==> src/rtl/pipe_stage_chain_pkg.sv <==
// pipe_stage_chain_pkg: sizing helpers and control-bundle bit positions shared with the decoder.
package pipe_stage_chain_pkg;
    localparam int PIPE_MAX_STAGES = 8;
    localparam int CTRL_REGWRITE   = 0;
    localparam int CTRL_MEMREAD    = 1;
    localparam int CTRL_MEMWRITE   = 2;
    localparam int CTRL_BRANCH     = 3;
    localparam int CTRL_JUMP       = 4;

    function automatic int clog2(input int n);
        int r;
        r = 0;
        while ((1 << r) < n) r++;
        return r;
    endfunction

    // Sized for main plus skid registers so both builds share one width.
    function automatic int occ_w(input int stages);
        return clog2(2 * stages + 1);
    endfunction
endpackage

==> src/rtl/pipe_stage_chain_if.sv <==
// pipe_stage_chain_if: upstream/downstream handshake, flush and occupancy of a stage chain.
interface pipe_stage_chain_if #(
    parameter int CTRL_W = 8,
    parameter int DATA_W = 128,
    parameter int STAGES = 1
);
    import pipe_stage_chain_pkg::*;
    localparam int OCC_W = occ_w(STAGES);
    logic              in_valid;
    logic              in_ready;
    logic [CTRL_W-1:0] in_ctrl;
    logic [DATA_W-1:0] in_data;
    logic              flush;
    logic              out_valid;
    logic              out_ready;
    logic [CTRL_W-1:0] out_ctrl;
    logic [DATA_W-1:0] out_data;
    logic [OCC_W-1:0]  occupancy;
    modport master (
        output in_valid, in_ctrl, in_data, flush, out_ready,
        input  in_ready, out_valid, out_ctrl, out_data, occupancy
    );
    modport slave (
        input  in_valid, in_ctrl, in_data, flush, out_ready,
        output in_ready, out_valid, out_ctrl, out_data, occupancy
    );
endinterface

==> src/rtl/pipe_stage_chain_slot.sv <==
// pipe_stage_chain_slot: one register slot of the chain; with PIPE_SKID_EN it gains a skid
// register so up_ready_o comes straight from a flop.
module pipe_stage_chain_slot #(
    parameter int CTRL_W = 8,
    parameter int DATA_W = 128
) (
    input  logic              clock,
    input  logic              reset,
    input  logic              flush_i,
    input  logic              up_valid_i,
    output logic              up_ready_o,
    input  logic [CTRL_W-1:0] up_ctrl_i,
    input  logic [DATA_W-1:0] up_data_i,
    output logic              dn_valid_o,
    input  logic              dn_ready_i,
    output logic [CTRL_W-1:0] dn_ctrl_o,
    output logic [DATA_W-1:0] dn_data_o
);
    logic              v_q, v_d;
    logic [CTRL_W-1:0] c_q, c_d;
    logic [DATA_W-1:0] d_q, d_d;
    assign dn_valid_o = v_q;
    assign dn_ctrl_o  = c_q;
    assign dn_data_o  = d_q;
`ifdef PIPE_SKID_EN
    logic              sv_q, sv_d, acc, adv;
    logic [CTRL_W-1:0] sc_q, sc_d;
    logic [DATA_W-1:0] sd_q, sd_d;
    // Main refills from skid first so entry order is kept.
    always_comb begin
        up_ready_o = !sv_q;
        acc        = up_valid_i && !sv_q;
        adv        = !v_q || dn_ready_i;
        v_d        = adv ? (sv_q || acc) : v_q;
        c_d        = !adv ? c_q : sv_q ? sc_q : acc ? up_ctrl_i : '0;
        d_d        = !adv ? d_q : sv_q ? sd_q : acc ? up_data_i : d_q;
        sv_d       = adv ? 1'b0 : (sv_q || acc);
        sc_d       = adv ? '0 : acc ? up_ctrl_i : sc_q;
        sd_d       = (!adv && acc) ? up_data_i : sd_q;
    end
    always_ff @(posedge clock) begin
        if (reset) begin
            v_q  <= 1'b0;
            c_q  <= '0;
            d_q  <= '0;
            sv_q <= 1'b0;
            sc_q <= '0;
            sd_q <= '0;
        end else if (flush_i) begin
            v_q  <= 1'b0;
            c_q  <= '0;
            sv_q <= 1'b0;
            sc_q <= '0;
        end else begin
            v_q  <= v_d;
            c_q  <= c_d;
            d_q  <= d_d;
            sv_q <= sv_d;
            sc_q <= sc_d;
            sd_q <= sd_d;
        end
    end
`else
    always_comb begin
        up_ready_o = !v_q || dn_ready_i;
        v_d        = up_ready_o ? up_valid_i : v_q;
        c_d        = !up_ready_o ? c_q : up_valid_i ? up_ctrl_i : '0;
        d_d        = (up_ready_o && up_valid_i) ? up_data_i : d_q;
    end
    always_ff @(posedge clock) begin
        if (reset) begin
            v_q <= 1'b0;
            c_q <= '0;
            d_q <= '0;
        end else if (flush_i) begin
            v_q <= 1'b0;
            c_q <= '0;
        end else begin
            v_q <= v_d;
            c_q <= c_d;
            d_q <= d_d;
        end
    end
`endif
endmodule

==> src/rtl/pipe_stage_chain.sv <==
// pipe_stage_chain: STAGES valid/ready register slots with flush and occupancy count.
// Define PIPE_SKID_EN to give every slot a skid register and a registered ready path.
module pipe_stage_chain
    import pipe_stage_chain_pkg::*;
#(
    parameter int CTRL_W = 8,
    parameter int DATA_W = 128,
    parameter int STAGES = 1
) (
    input logic               clock,
    input logic               reset,
    pipe_stage_chain_if.slave bus
);
    localparam int OCC_W = occ_w(STAGES);
    logic [OCC_W-1:0] occ_q, occ_d;
    if (STAGES < 1 || STAGES > PIPE_MAX_STAGES) begin : bad_stages
        $error("pipe_stage_chain: STAGES out of range");
    end
    for (genvar k = 0; k < STAGES; k++) begin : g
        logic              up_v, up_r, dn_v, dn_r;
        logic [CTRL_W-1:0] up_c, dn_c;
        logic [DATA_W-1:0] up_d, dn_d;
        if (k == 0) begin : head
            assign up_v         = bus.in_valid;
            assign up_c         = bus.in_ctrl;
            assign up_d         = bus.in_data;
            assign bus.in_ready = up_r;
        end else begin : link
            assign up_v = g[k-1].dn_v;
            assign up_c = g[k-1].dn_c;
            assign up_d = g[k-1].dn_d;
        end
        // Ready of each slot comes from its own successor, keeping the chain acyclic per signal.
        if (k == STAGES - 1) begin : tail
            assign dn_r          = bus.out_ready;
            assign bus.out_valid = dn_v;
            assign bus.out_ctrl  = dn_c;
            assign bus.out_data  = dn_d;
        end else begin : feed
            assign dn_r = g[k+1].up_r;
        end
        pipe_stage_chain_slot #(.CTRL_W(CTRL_W), .DATA_W(DATA_W)) u_slot (
            .clock      (clock),
            .reset      (reset),
            .flush_i    (bus.flush),
            .up_valid_i (up_v),
            .up_ready_o (up_r),
            .up_ctrl_i  (up_c),
            .up_data_i  (up_d),
            .dn_valid_o (dn_v),
            .dn_ready_i (dn_r),
            .dn_ctrl_o  (dn_c),
            .dn_data_o  (dn_d)
        );
    end
    always_comb occ_d = occ_q + OCC_W'(bus.in_valid && bus.in_ready)
                              - OCC_W'(bus.out_valid && bus.out_ready);
    always_ff @(posedge clock) occ_q <= (reset || bus.flush) ? '0 : occ_d;
    assign bus.occupancy = occ_q;
endmodule

==> src/flat_wrapper.sv <==
// flat-port wrapper written by rule: the top's interface ports become plain ports
module pipe_stage_chain_flat import pipe_stage_chain_pkg::*;
#(
    parameter int CTRL_W = 8,
    parameter int DATA_W = 128,
    parameter int STAGES = 1
)
  (clock, reset, bus_in_valid, bus_in_ctrl, bus_in_data, bus_flush, bus_out_ready, bus_in_ready, bus_out_valid, bus_out_ctrl, bus_out_data, bus_occupancy);
  pipe_stage_chain_if #(.CTRL_W(CTRL_W), .DATA_W(DATA_W), .STAGES(STAGES)) bus_i ();
  input logic clock;
  input logic reset;
  input wire logic [$bits(bus_i.in_valid)-1:0] bus_in_valid;
  input wire logic [$bits(bus_i.in_ctrl)-1:0] bus_in_ctrl;
  input wire logic [$bits(bus_i.in_data)-1:0] bus_in_data;
  input wire logic [$bits(bus_i.flush)-1:0] bus_flush;
  input wire logic [$bits(bus_i.out_ready)-1:0] bus_out_ready;
  output wire logic [$bits(bus_i.in_ready)-1:0] bus_in_ready;
  output wire logic [$bits(bus_i.out_valid)-1:0] bus_out_valid;
  output wire logic [$bits(bus_i.out_ctrl)-1:0] bus_out_ctrl;
  output wire logic [$bits(bus_i.out_data)-1:0] bus_out_data;
  output wire logic [$bits(bus_i.occupancy)-1:0] bus_occupancy;
  assign bus_i.in_valid = bus_in_valid;
  assign bus_i.in_ctrl = bus_in_ctrl;
  assign bus_i.in_data = bus_in_data;
  assign bus_i.flush = bus_flush;
  assign bus_i.out_ready = bus_out_ready;
  assign bus_in_ready = bus_i.in_ready;
  assign bus_out_valid = bus_i.out_valid;
  assign bus_out_ctrl = bus_i.out_ctrl;
  assign bus_out_data = bus_i.out_data;
  assign bus_occupancy = bus_i.occupancy;
  pipe_stage_chain #(.CTRL_W(CTRL_W), .DATA_W(DATA_W), .STAGES(STAGES)) u_core (.clock(clock), .reset(reset), .bus(bus_i));
endmodule
==> config.mk <==
export PLATFORM = sky130hd
export DESIGN_NAME = pipe_stage_chain_flat
export DESIGN_NICKNAME = d
export VERILOG_FILES = /design/src/rtl/pipe_stage_chain_pkg.sv /design/src/rtl/pipe_stage_chain_if.sv /design/src/rtl/pipe_stage_chain_slot.sv /design/src/rtl/pipe_stage_chain.sv /design/src/flat_wrapper.sv
export SDC_FILE = /design/constraint.sdc
export NUM_CORES = 1
export LEC_CHECK = 0
export CAP_MARGIN = 40
export CORE_ASPECT_RATIO = 0.8
export CORE_MARGIN = 1.5
export CORE_UTILIZATION = 40
export CTS_BUF_LIST = sky130_fd_sc_hd__clkbuf_8 sky130_fd_sc_hd__clkbuf_16
export DETAILED_ROUTE_END_ITERATION = 16
export PLACE_DENSITY = 0.8
export SLEW_MARGIN = 15
export SYNTH_ARGS = -nofsm -noshare
export SYNTH_HDL_FRONTEND = slang
export SYNTH_SLANG_ARGS = --single-unit
==> constraint.sdc <==
create_clock -name clock -period 2.3 [get_ports clock]
set_input_delay 0.46 -clock clock [delete_from_list [all_inputs] [get_ports clock]]
set_output_delay 0.46 -clock clock [all_outputs]
set_load 0.03 [all_outputs]
==> run_results.csv, run 1 <==
group,metric,value,unit
setup_path,crit_type,"in -> out",
drt,drt-total-wl,16.2,mm
die,die_h,111,um
finish,antenna_cells,0,
logic_synthesis,ys_seq_area_share,48.1,%
sta,finalHoldViolCount,0,
logic_synthesis,yosys.cell_types.count,22,
power,p_int,4.80,mW
sta,setup_viol,0,
sta,finalSetupTns,0,ps
die,die-area,15200,um^2
die,io_pins,281,
drt,vias,5384,
power,seq_power_share,40.4,%
die,core_area,14200,um^2
power,switching_power,1.55,mW
finish,syn_to_final_growth,58.8,%
sta,hold-worst-slack,450,ps
setup_path,start_kind,"primary input",
finish,final_util,64.7,%
drt,drc_errors,0,
die,die_w,137,um
clock_network,clkSinkCount,139,
power,leakage,3.23,nW
drt,first_iter_violations,294,
power,power_frac_comb,16.1,%
setup_path,cp_num_buf_inv,3,
finish,postLayoutCellArea,9180,um^2
global_routing,grt_use_total,20.9,%
global_routing,first_global_vias,4806,
setup_path,cp_common_cell,"clkdlybuf4s50_1",
place,dpl_cell_area,8580,um^2
clock_network,ctsResizeCount,0,
clock_network,clock_latency,420,ps
run,drv_cap,0,
sta,worst_clock_skew,5.53,ps
sta,fmax,456,MHz
sta,worst_pin_slew,660,ps
sta,finalCritPeriodShare,95.4,%
die,placementRows,39,
logic_synthesis,async_reset_ff_share,0,%
drt,via_per_inst,5.03,
logic_synthesis,syn_area,5780,um^2
global_routing,grt-ovfl-total,0,
run_status,status,"finished clean",
logic_synthesis,synthFlopType,"dfxtp_1",
place,io_buffer_count,280,
global_routing,grt_max_degree,129,
logic_synthesis,synth.most_common_cell,"dfxtp_1",
place,gp_congestion,0.785,
logic_synthesis,synth_area_leaders,"dfxtp_1 48%, or3b_1 19%, a21oi_1 12%",
setup_path,max_stage_delay,650,ps
global_routing,antenna_found_initial,0,
logic_synthesis,synth-edff-count,0,
setup_path,slowest_stage,"clkdlybuf4s50_1",
clock_network,cts.path.max_buffers,2,
logic_synthesis,synth_top_area_share,48.1,%
setup_path,arrival,1730,ps
power,power_frac_clock,43.5,%
setup_path,cp_top_family,"buffers and inverters",
clock_network,holdBufCountCts,0,
sta,fin_crit,2190,ps
setup_path,cp-end-kind,"primary output",
logic_synthesis,yosys.area.top_type,"dfxtp_1",
clock_network,cts.htree.levels,4,
finish,fin_nets,1016,
sta,slew_violations,0,
die,start_util,40.7,%
place,dp_hpwl,10.4,mm
logic_synthesis,yosys-top-cells-count,"139 x dfxtp_1, 136 x a21oi_1, 128 x or3b_1, 100 x o21ai_0, 53 x clkbuf_1",
clock_network,cts_root_buf,"clkbuf_16",
finish,nFillCells,1214,
clock_network,cts_tree,"yes",
sta,slew_headroom,56.0,%
clock_network,cts_made_buffers,17,
setup_path,crit_chain,"clkdlybuf4s50_1 -> nor2b_4 -> inv_2 -> clkdlybuf4s50_1",
power,p_sw_share,24.4,%
global_routing,grt_pass1_wl,25.0,mm
clock_network,cts_setup_buffers,0,
logic_synthesis,avgSynthCellArea,9.07,um^2
power,power_per_cell_area,692,nW/um^2
drt,wl_per_cell,15.1,um
logic_synthesis,syn_inst,637,
drt,ant_nets,0,
power,ir_drop,572,uV
logic_synthesis,ys_seq_elements,139,
hold_path,hold_path_class,"reg -> reg",
sta,rsz0062_at_grt,"no",
finish,drive_gt1_share,4.51,%
drt,dr.pass1.iters,6,
logic_synthesis,syn_nets,780,
logic_synthesis,yosys_warnings,0,
setup_path,crit_required,1840,ps
clock_network,clk_pin_slew,60,ps
setup_path,worstPathMaxFanout,2,
-- cells by family (layout without fill, tap and decap cells) --
logic type      count (synthesis)  in the layout  synth area share (%)
buf+inv                        77            326                  6.73
compound gates                264            264                  22.9
flops                         139            139                  48.1
xor+xnor                        2              2                 0.303
fa+ha+maj                       2              2                 0.433
simple gates                  153            153                  21.5
-- path summary, 6_finish.rpt --
kind | from | to | slack, ps | cells after the start
worst max-delay path | bus_out_ready | bus_in_ready | 110 | 4
worst min-delay path | u_core.g[0].u_slot.dn_ctrl_o[4]$_SDFFE_PP0P_ | u_core.g[0].u_slot.dn_ctrl_o[4]$_SDFFE_PP0P_ | 450 | 2
worst max register to register | u_core.g[0].u_slot.dn_valid_o$_SDFFE_PP0P_ | u_core.g[0].u_slot.dn_data_o[30]$_SDFFE_PP0P_ | 780 | 5
worst min register to register | u_core.g[0].u_slot.dn_ctrl_o[4]$_SDFFE_PP0P_ | u_core.g[0].u_slot.dn_ctrl_o[4]$_SDFFE_PP0P_ | 450 | 2
-- worst register-to-register path, delay by kind of cell, from the launching register on --
kind                   cells  cell delay [ps]
and+or+nand+nor            2              610
DFF                        1              310
AOI/OAI and AO/OA          1              160
buffers and inverters      2              360
-- flip-flops by register name, indices dropped and copies added, names as in the netlist --
signal and count:
u_core.bus.occupancy 2, u_core.g.u_slot.dn_data_o 128, u_core.g.u_slot.dn_ctrl_o 8, u_core.g.u_slot.dn_valid_o 1
-- cell usage in the layout, fill, tap and decap left out, drive strengths merged, types with 3 or more instances in the layout --
master / count
clkdlybuf4s50: 279
dfxtp: 139
a21oi: 136
or3b: 128
o21ai: 128
clkbuf: 20
buf: 11
inv: 10
nand2: 8
nand3: 8
nor2: 4
bufinv: 3
-- metal layers --
layer	global-route usage [%]	up-vias	wire (um)
li1	-	2767	-
met1	24.8	2397	6850
met2	32.7	190	7210
met3	9.32	30	1730
met4	8.28	0	363
met5	0	-	0
-- area by class of cell --
type                       count  area [um^2]  share of cell area (%)
sequential                   139         2780                    30.3
inverter                       4         15.0                   0.164
multi-input combinational    421         2620                    28.5
tap                          184          230                    2.51
clock inverter                12          133                    1.44
timing repair buffer         290         2940                    32.0
clock buffer                  20          467                    5.08
-- metrics by stage --
step,cells,setup WS [ps],total power [mW]
after global placement,1038,111,3.63
after CTS,1070,104,6.41
final,1070,106,6.35
after detailed placement,1038,108,3.64
after global routing,1070,78.1,6.60
after floorplan,637,311,3.13
-- power groups by stage --
stage	Clock (mW)	Combinational [mW]	Sequential, mW
after floorplan	0	0.296	2.84
after global placement	0	1.01	2.62
after detailed placement	0	1.02	2.62
after CTS	2.81	1.03	2.57
after global routing	2.93	1.09	2.58
final	2.76	1.02	2.57
Power figures use the tool's default switching activity.
==> run 2, diff against run 1 <==
Settings changed: CORE_UTILIZATION 40 to 37, PLACE_DENSITY 0.8 to 0.78.
Clock period 2.3 ns to 1.8 ns, I/O delays scaled along.
==> run_results.csv, run 2 (synthesis gave the netlist of run 1 again) <==
group,metric,value,unit
run_status,status,"finished clean",
die,die_h,115,um
drt,wl_per_cell,15.4,um
place,io_buffer_count,280,
finish,antenna_cells,0,
drt,vias,5550,
drt,ant_nets,0,
sta,slew_headroom,54.0,%
setup_path,cp_top_family,"buffers and inverters",
finish,nFillCells,1274,
sta,worst_clock_skew,3.99,ps
sta,fin_crit,1750,ps
clock_network,cts.htree.levels,4,
clock_network,cts.path.max_buffers,2,
sta,hold-worst-slack,447,ps
setup_path,start_kind,"flip-flop",
sta,fmax,570,MHz
drt,drc_errors,0,
finish,syn_to_final_growth,64.7,%
place,gp_congestion,0.845,
power,power_per_cell_area,839,nW/um^2
power,total_power,7.99,mW
setup_path,crit_type,"reg -> out",
global_routing,grt_pass1_wl,26.1,mm
place,placedCellCount,1081,
die,placementRows,40,
place,dpl_cell_area,8830,um^2
setup_path,crit_chain,"clkdlybuf4s50_1",
finish,layout_common_cells,"142 x clkdlybuf4s50_1, 138 x dfxtp_1, 136 x a21oi_1",
die,die-area,16400,um^2
sta,rsz0062_at_grt,"no",
sta,finalSetupTns,0,ps
global_routing,grt_max_degree,129,
sta,setup_viol,0,
clock_network,clkSinkCount,139,
finish,postLayoutCellArea,9520,um^2
setup_path,slowest_stage,"clkdlybuf4s50_1",
place,dp_hpwl,11.4,mm
drt,first_iter_violations,321,
run,drv_cap,0,
setup_path,max_stage_delay,660,ps
power,leakage,4.84,nW
clock_network,cts_tree,"yes",
die,die_w,143,um
global_routing,grt-ovfl-total,0,
clock_network,cts_made_buffers,17,
finish,finalNonFillerCells,1112,
finish,layout_commonest_cell,"clkdlybuf4s50_1",
global_routing,first_global_vias,5088,
setup_path,cp-end-kind,"primary output",
finish,fin_nets,1034,
hold_path,hold_path_class,"reg -> reg",
die,core_area,15200,um^2
sta,worst_slack,45.0,ps
setup_path,arrival,1390,ps
place,dp_slack,-213,ps
clock_network,clk_pin_slew,60,ps
sta,worst_pin_slew,690,ps
drt,via_per_inst,4.99,
die,start_util,38.1,%
finish,final_util,62.8,%
die,io_pins,281,
power,ir_drop,598,uV
setup_path,cp_num_buf_inv,1,
drt,drt-total-wl,17.1,mm
clock_network,cts_root_buf,"clkbuf_16",
sta,finalCritPeriodShare,97.5,%
finish,drive_gt1_share,6.87,%
global_routing,antenna_found_initial,0,
finish,largest_register_ffs,128,
sta,finalHoldViolCount,0,
sta,slew_violations,0,
drt,dr.pass1.iters,4,
setup_path,crit_required,1440,ps
global_routing,grt_use_total,20.3,%
setup_path,worstPathMaxFanout,2,
clock_network,clock_latency,410,ps
[run 2: cell types whose count changed in the layout (fill, tap and decap cells not counted), moves of 2 or more]
cell             previous run  this run
inv_1                       9         5
clkinv_2                    1         3
buf_4                       6        18
buf_12                      5        12
clkdlybuf4s50_1           279       142
dlygate4sd2_1               0        63
dlymetal6s2s_1              0        73
[run 2: power breakdown]
group	switching [mW]	total [mW]	internal, mW
registers	0.0588	3.28	3.22
clock network	1.27	3.42	2.15
logic	0.652	1.29	0.637
total	1.98	7.99	6.01
[run 2: layout make-up]
type	instances	area, um^2	area share (%)
clock inverter	9	97.6	1.03
timing repair buffer	308	3260	34.3
tap	210	263	2.76
clock buffer	21	480	5.05
inverter	4	15.0	0.158
sequential	139	2790	29.3
multi-input combinational	421	2620	27.5
[run 2: path summary, 6_finish.rpt]
kind	startpoint	end	slack, ps	cells past startpoint
min	u_core.g[0].u_slot.dn_ctrl_o[5]$_SDFFE_PP0P_	u_core.g[0].u_slot.dn_ctrl_o[5]$_SDFFE_PP0P_	450	2
max reg2reg	u_core.g[0].u_slot.dn_valid_o$_SDFFE_PP0P_	u_core.g[0].u_slot.dn_data_o[44]$_SDFFE_PP0P_	240	6
max	u_core.g[0].u_slot.dn_data_o[3]$_SDFFE_PP0P_	bus_out_data[3]	50	1
min reg2reg	u_core.g[0].u_slot.dn_ctrl_o[5]$_SDFFE_PP0P_	u_core.g[0].u_slot.dn_ctrl_o[5]$_SDFFE_PP0P_	450	2
[run 2: timing repair]
| action | CTS | global route |
|---|---|---|
| setup buffers | 1 | 0 |
| resized for setup | 63 | 73 |
| hold buffers | 0 | 0 |
| gates cloned | 0 | 0 |
| setup endpoints to repair | 64 | 73 |
[run 2: routing by layer]
| metal | vias to the layer above | GRT usage, % | part of all wire [%] |
|---|---|---|---|
| met5 | - | 0 | 0 |
| met4 | 0 | 8.45 | 2.2 |
| met3 | 31 | 8.87 | 9.4 |
| met2 | 216 | 32.2 | 45 |
| met1 | 2486 | 24.1 | 43 |
| li1 | 2817 | - | - |
==> run 3, diff against run 2 <==
Settings changed: SLEW_MARGIN 15 to default.
==> results of run 3 <==
Same layout as run 2: the final DEF is identical, and so are final timing and power.
